## src/rtl/sccb_config_sequencer.sv

```systemverilog
// SCCB (3-phase write) register loader for the OV7670, driven from an external table.
// Optional NACK detection on the 9th bit of each phase: define SCCB_ACK_CHECK_EN.
module sccb_config_sequencer #(
    parameter int         QUARTER      = 63,
    parameter logic [7:0] DEV_ADDR     = 8'h42,
    parameter int         MS_CYCLES    = 25000,
    parameter int         GAP_QUARTERS = 8
) (
    input  logic        clk_25,
    input  logic        reset_n,
    input  logic        start,
    output logic [7:0]  rom_addr,
    input  logic [15:0] rom_data,
    output logic        sio_c,
    output logic        sio_d_out,
    output logic        sio_d_oe,
    input  logic        sio_d_in,
    output logic        busy,
    output logic        done,
    output logic        error,
    output logic [7:0]  write_count
);

    localparam int QW = (QUARTER > 1) ? $clog2(QUARTER) : 1;

    typedef enum logic [3:0] {
        S_IDLE, S_FETCH, S_DECODE, S_START, S_BIT,
        S_STOP, S_GAP, S_DELAY, S_ADVANCE, S_DONE
    } state_t;

    state_t      state;
    logic [QW-1:0] qcnt;
    logic [1:0]  qidx;
    logic [4:0]  bcnt;
    logic [7:0]  gcnt;
    logic [23:0] shreg;
    logic [15:0] entry;
    logic [31:0] dcnt;
    logic        fcnt;
    logic        nack;
    logic        tick;

    assign tick = (qcnt == QW'(QUARTER - 1));

`ifndef SCCB_ACK_CHECK_EN
    logic unused_sio_d_in;
    assign unused_sio_d_in = sio_d_in;
`endif

    // Slots 8, 17 and 26 carry the don't-care/ACK bit of each phase
    function automatic logic is_ack(input logic [4:0] b);
        return (b == 5'd8) || (b == 5'd17) || (b == 5'd26);
    endfunction

    always_ff @(posedge clk_25 or negedge reset_n) begin
        if (!reset_n) begin
            state       <= S_IDLE;
            qcnt        <= '0;
            qidx        <= '0;
            bcnt        <= '0;
            gcnt        <= '0;
            shreg       <= '0;
            entry       <= '0;
            dcnt        <= '0;
            fcnt        <= 1'b0;
            nack        <= 1'b0;
            rom_addr    <= '0;
            sio_c       <= 1'b1;
            sio_d_out   <= 1'b1;
            sio_d_oe    <= 1'b1;
            busy        <= 1'b0;
            done        <= 1'b0;
            error       <= 1'b0;
            write_count <= '0;
        end else begin
            if (state inside {S_START, S_BIT, S_STOP, S_GAP})
                qcnt <= tick ? '0 : qcnt + 1'b1;
            else
                qcnt <= '0;

            case (state)
                S_IDLE, S_DONE: begin
                    if (start) begin
                        state       <= S_FETCH;
                        rom_addr    <= '0;
                        busy        <= 1'b1;
                        done        <= 1'b0;
                        error       <= 1'b0;
                        write_count <= '0;
                        fcnt        <= 1'b0;
                    end
                end
                S_FETCH: begin
                    if (fcnt) begin
                        entry <= rom_data;
                        fcnt  <= 1'b0;
                        state <= S_DECODE;
                    end else begin
                        fcnt <= 1'b1;
                    end
                end
                S_DECODE: begin
                    if (entry == 16'hFFFF) begin
                        state <= S_DONE;
                        busy  <= 1'b0;
                        done  <= 1'b1;
                    end else if (entry[15:8] == 8'hFE) begin
                        dcnt  <= 32'(entry[7:0]) * 32'(MS_CYCLES);
                        state <= (entry[7:0] == 8'h00) ? S_ADVANCE : S_DELAY;
                    end else begin
                        shreg <= {DEV_ADDR, entry};
                        bcnt  <= '0;
                        qidx  <= '0;
                        nack  <= 1'b0;
                        state <= S_START;
                    end
                end
                S_START: begin
                    if (tick) begin
                        if (qidx == 2'd0) begin
                            sio_d_out <= 1'b0;
                            qidx      <= 2'd1;
                        end else begin
                            state     <= S_BIT;
                            qidx      <= 2'd0;
                            bcnt      <= '0;
                            sio_c     <= 1'b0;
                            sio_d_oe  <= 1'b1;
                            sio_d_out <= shreg[23];
                            shreg     <= shreg << 1;
                        end
                    end
                end
                S_BIT: begin
                    if (tick) begin
                        qidx <= qidx + 2'd1;
                        case (qidx)
                            2'd1: sio_c <= 1'b1;
`ifdef SCCB_ACK_CHECK_EN
                            2'd2: begin
                                if (is_ack(bcnt) && sio_d_in) begin
                                    nack  <= 1'b1;
                                    error <= 1'b1;
                                end
                            end
`endif
                            2'd3: begin
                                sio_c <= 1'b0;
                                if (bcnt == 5'd26 || nack) begin
                                    state     <= S_STOP;
                                    sio_d_out <= 1'b0;
                                    sio_d_oe  <= 1'b1;
                                end else begin
                                    bcnt <= bcnt + 5'd1;
                                    if (is_ack(bcnt + 5'd1)) begin
                                        sio_d_oe  <= 1'b0;
                                        sio_d_out <= 1'b1;
                                    end else begin
                                        sio_d_oe  <= 1'b1;
                                        sio_d_out <= shreg[23];
                                        shreg     <= shreg << 1;
                                    end
                                end
                            end
                            default: ;
                        endcase
                    end
                end
                S_STOP: begin
                    if (tick) begin
                        qidx <= qidx + 2'd1;
                        if (qidx == 2'd0) begin
                            sio_c <= 1'b1;
                        end else if (qidx == 2'd1) begin
                            sio_d_out <= 1'b1;
                        end else begin
                            qidx <= '0;
                            if (nack) begin
                                state <= S_DONE;
                                busy  <= 1'b0;
                                done  <= 1'b1;
                            end else begin
                                state <= S_GAP;
                                gcnt  <= '0;
                                if (write_count != 8'hFF)
                                    write_count <= write_count + 8'd1;
                            end
                        end
                    end
                end
                S_GAP: begin
                    if (tick) begin
                        if (gcnt == 8'(GAP_QUARTERS - 1))
                            state <= S_ADVANCE;
                        else
                            gcnt <= gcnt + 8'd1;
                    end
                end
                S_DELAY: begin
                    if (dcnt <= 32'd1)
                        state <= S_ADVANCE;
                    else
                        dcnt <= dcnt - 32'd1;
                end
                S_ADVANCE: begin
                    if (rom_addr == 8'hFF) begin
                        state <= S_DONE;
                        busy  <= 1'b0;
                        done  <= 1'b1;
                    end else begin
                        rom_addr <= rom_addr + 8'd1;
                        fcnt     <= 1'b0;
                        state    <= S_FETCH;
                    end
                end
                default: state <= S_IDLE;
            endcase
        end
    end

endmodule

```

## config.mk

```make
export PLATFORM = sky130hd
export DESIGN_NAME = sccb_config_sequencer
export DESIGN_NICKNAME = d
export VERILOG_FILES = /design/src/rtl/sccb_config_sequencer.sv
export SDC_FILE = /design/constraint.sdc
export NUM_CORES = 1
export LEC_CHECK = 0
export CORE_UTILIZATION = 55
export DETAILED_ROUTE_END_ITERATION = 16
export PLACE_DENSITY = 0.77
export SYNTH_ARGS = -nofsm -noshare
export SYNTH_HDL_FRONTEND = slang
export SYNTH_SLANG_ARGS = --single-unit
```

## constraint.sdc

```tcl
create_clock -name clk_25 -period 3.9 [get_ports clk_25]
set_input_delay 0.78 -clock clk_25 [delete_from_list [all_inputs] [get_ports clk_25]]
set_output_delay 0.78 -clock clk_25 [all_outputs]
set_load 0.02 [all_outputs]
```

==> flow_metrics.py, run 1 <==
metrics = {
    "die": {
        "design.core.area_sq_um": 14500,
        "start_util": 0.563,
        "die_y_microns": 124,
        "die_area_sq_um": 15400,
        "die_w_microns": 124,
        "row_count": 44,
        "ios": 42,
    },
    "clock_network": {
        "cts-root-buf": "clkbuf_16",
        "cts.clk_slew.worst_paths_ns": 0.06,
        "cts_num_sinks": 119,
        "htree_levels": 4,
        "clock_path_buffers": 2,
        "cts_tree": "done",
        "cts_buffers": 17,
        "clock_latency_ns": 0.42,
    },
    "placement": {
        "gp_congestion": 0.864,
        "port_buffers": 39,
        "place_worst_setup_slack_ns": -0.00485,
        "dp_hpwl_microns": 12600,
    },
    "worst_setup_path": {
        "crit_start": "entry[6]$_DFFE_PN0P_",
        "reg2reg_depth": 13,
        "crit_type": "register to register",
        "cp.required_ns": 4.20,
        "cp-start-kind": "register",
        "worstPathMaxFanout": 5,
        "crit_arrival_ns": 4.07,
        "end_kind": "register",
        "r2r-start": "entry[6]$_DFFE_PN0P_",
    },
    "synth": {
        "synth_top_area_cell": "dfrtp_1",
        "synthCells": 856,
        "ys_seq_area_frac": 0.365,
        "yosys-top-cells-area": "dfrtp_1 (36%), ha_1 (11%), mux2_2 (5.5%)",
        "synthArstFlopShare": 1.00,
        "synth-seq-cells": 119,
        "ys.flop_type": "dfrtp_1",
        "syn_area_sq_um": 8180,
        "synth_cell_types": 84,
        "syn_nets": 961,
        "synth_warnings": 0,
        "synth_edf_count": 0,
        "avgSynthCellArea_sq_um": 9.55,
        "yosys.area.top_type_share": 0.355,
    },
    "final_layout": {
        "drive_gt1_frac": 0.151,
        "num-nets-final": 1016,
        "diodes": 0,
        "multiInputGateArea_sq_um": 4950,
        "fillers": 1173,
        "regArea_sq_um": 2980,
        "syn2layout_area_growth_pct": 15.4,
    },
    "sta": {
        "tightest_slew_ns": 0.904,
        "fmax_ghz": 0.265,
        "fin_skew_ns": 0.00866,
        "hold_violations": 0,
        "setup_viol": 0,
        "finalWorstSetupSlack_ns": 0.130,
        "min_period_ns": 3.77,
        "finalSetupTns_ns": 0,
        "finalCritPeriodShare": 0.967,
        "maxSlewViolCount": 0,
        "max_slew_margin": 0.396,
    },
    "routing": {
        "drc_errors": 0,
        "drt-pass1-iter-count": 5,
        "drt-initial-drc-count": 564,
        "post_drt_wl_per_cell_microns": 16.2,
        "vias": 6646,
        "routed_via_density": 6.00,
        "drtAntennaViolNets": 0,
        "routed_wl_microns": 18000,
    },
    "global_routing": {
        "grtUsageTotal": 0.254,
        "grt.overflow.total": 0,
        "grt_pass1_vias": 6287,
        "grt_max_degree": 69,
        "grt_pass1_wl_microns": 30400,
        "antenna_found_initial": 0,
    },
    "run_status": {
        "outcome": "complete, no violations",
    },
    "hold_path": {
        "worstHoldPathType": "input port to asynchronous set/reset pin",
    },
    "flow_run": {
        "maxCapViolCount": 0,
    },
}
worst max-delay path, cell delays in order (launching register included):
cell	delay, ns
dfrtp_1	0.40
inv_1	0.11
ha_1	0.33
ha_1	0.35
fa_1	0.50
ha_1	0.31
ha_1	0.38
a21o_1	0.22
nor4_2	0.18
a211oi_2	0.15
buf_4	0.16
a311oi_2	0.28
xor2_1	0.21
o21ai_1	0.08
layout by cell type (no fill, tap or decap), types with 5 or more instances in the layout:
cell type        netlist  routed
dfrtp_1              116     114
nand2_1               77      77
ha_1                  73      73
nor2_1                68      68
o21ai_0               57      53
a21oi_1               43      42
mux2_2                40      40
clkdlybuf4s50_1        0      38
nand3_1               35      35
inv_1                 29      29
buf_4                  5      28
nor3_1                25      25
xor2_1                23      23
xnor2_1               17      17
o31ai_1               17      17
clkbuf_16              0      17
nand4_1               13      13
fa_1                  12      12
nor2b_1               11      10
nand2b_1              10      10
and3_1                 9       9
or4_1                  8       8
or3_1                  7       7
nor4_1                 8       6
o22ai_1                6       6
mux2i_1                6       6
o21ai_1                4       6
nand4b_1               5       5
a31oi_1                5       5
through the flow:
step	util	hold slack [ns]	instances	area (sq um)
final	0.649	0.385	1107	9440
after global routing	0.649	0.445	1107	9440
after CTS	0.646	0.404	1106	9390
after detailed placement	0.608	0.469	1075	8840
after global placement	0.608	0.462	1075	8840
after floorplan	-	0.446	856	8180
worst paths after layout:
path,slack (ns),end
setup / recovery,0.13,dcnt[19]$_DFFE_PN0P_
setup reg to reg,0.13,dcnt[19]$_DFFE_PN0P_
hold / removal,0.38,write_count[5]$_DFFE_PN0P_
max in group asynchronous,2.70,entry[4]$_DFFE_PN0P_
min in group clk_25,0.48,busy$_DFFE_PN0P_
hold reg to reg,0.48,busy$_DFFE_PN0P_
cell usage after synthesis (all sizes together) (4+ instances only):
| cell type | number |
|---|---|
| mux2 | 40 |
| a22oi | 4 |
| buf | 13 |
| and3 | 9 |
| nand3 | 35 |
| nand2b | 10 |
| and2 | 5 |
| o21ai | 62 |
| a211oi | 7 |
| nand4 | 13 |
| o31ai | 17 |
| nor4 | 11 |
| o211ai | 4 |
| o22ai | 6 |
| clkbuf | 18 |
| or2 | 4 |
| or4 | 9 |
| inv | 30 |
| a21o | 4 |
| nand4b | 5 |
| xnor2 | 17 |
| a31oi | 5 |
| or3 | 8 |
| dfrtp | 116 |
| mux2i | 6 |
| nor2 | 69 |
| nor3 | 27 |
| nor4b | 4 |
| a21oi | 44 |
| nand2 | 80 |
| xor2 | 23 |
| ha | 73 |
| fa | 12 |
| o21a | 4 |
| a2111oi | 4 |
| nor2b | 11 |
repair_timing:
action                     in CTS  in global routing
pin swaps                       0                  1
setup endpoints to repair       1                  9
setup buffers                   0                  1
hold buffers                    0                  0
resized for setup               1                 14
flip-flops by register name, summed over array words and instances, names as in the netlist:
name         flops
sio_d_oe         1
done             1
sio_d_out        1
shreg           24
fcnt             1
dcnt            32
entry           16
bcnt             5
qcnt             6
sio_c            1
write_count      8
busy             1
state            4
gcnt             8
qidx             2
rom_addr         8
layer usage:
metal,vias to the layer above,GRT usage,wire length (microns)
met1,3205,0.362,8650
met2,171,0.383,8300
met4,0,0.0930,277
met5,-,0,0
li1,3243,-,-
met3,27,0.0485,753
layout make-up:
| class | count | share of cell area |
|---|---|---|
| Clock buffer | 20 | 0.0495 |
| Clock inverter | 11 | 0.00809 |
| Inverter | 31 | 0.0123 |
| Multi-Input combinational cell | 675 | 0.525 |
| Sequential cell | 119 | 0.316 |
| Tap cell | 184 | 0.0244 |
| Timing Repair Buffer | 67 | 0.0647 |
cells by family (layout without fill, tap and decap cells):
group / count (synthesis) / count (layout) / share of synthesized area
buffers and inverters: 62 / 129 / 0.0358
XOR/XNOR: 40 / 40 / 0.0428
adder cells (fa/ha/maj): 85 / 85 / 0.141
AND/OR/NAND/NOR: 310 / 310 / 0.201
other: 1 / 1 / 0.000459
flip-flops: 119 / 119 / 0.365
multiplexers: 46 / 46 / 0.0624
AO/OA/AOI/OAI: 193 / 193 / 0.152
Power of run 1 is left out: the tool's default activity adds up to more than one toggle a clock period on the data nets, which glitch-free logic cannot reach.
==> run 2, diff against run 1 <==
- CAP_MARGIN: unset -> 20
==> results of run 2 <==
The final DEF is identical to that of run 1; final timing and power are the same.
Power of run 2 is left out for the same reason.
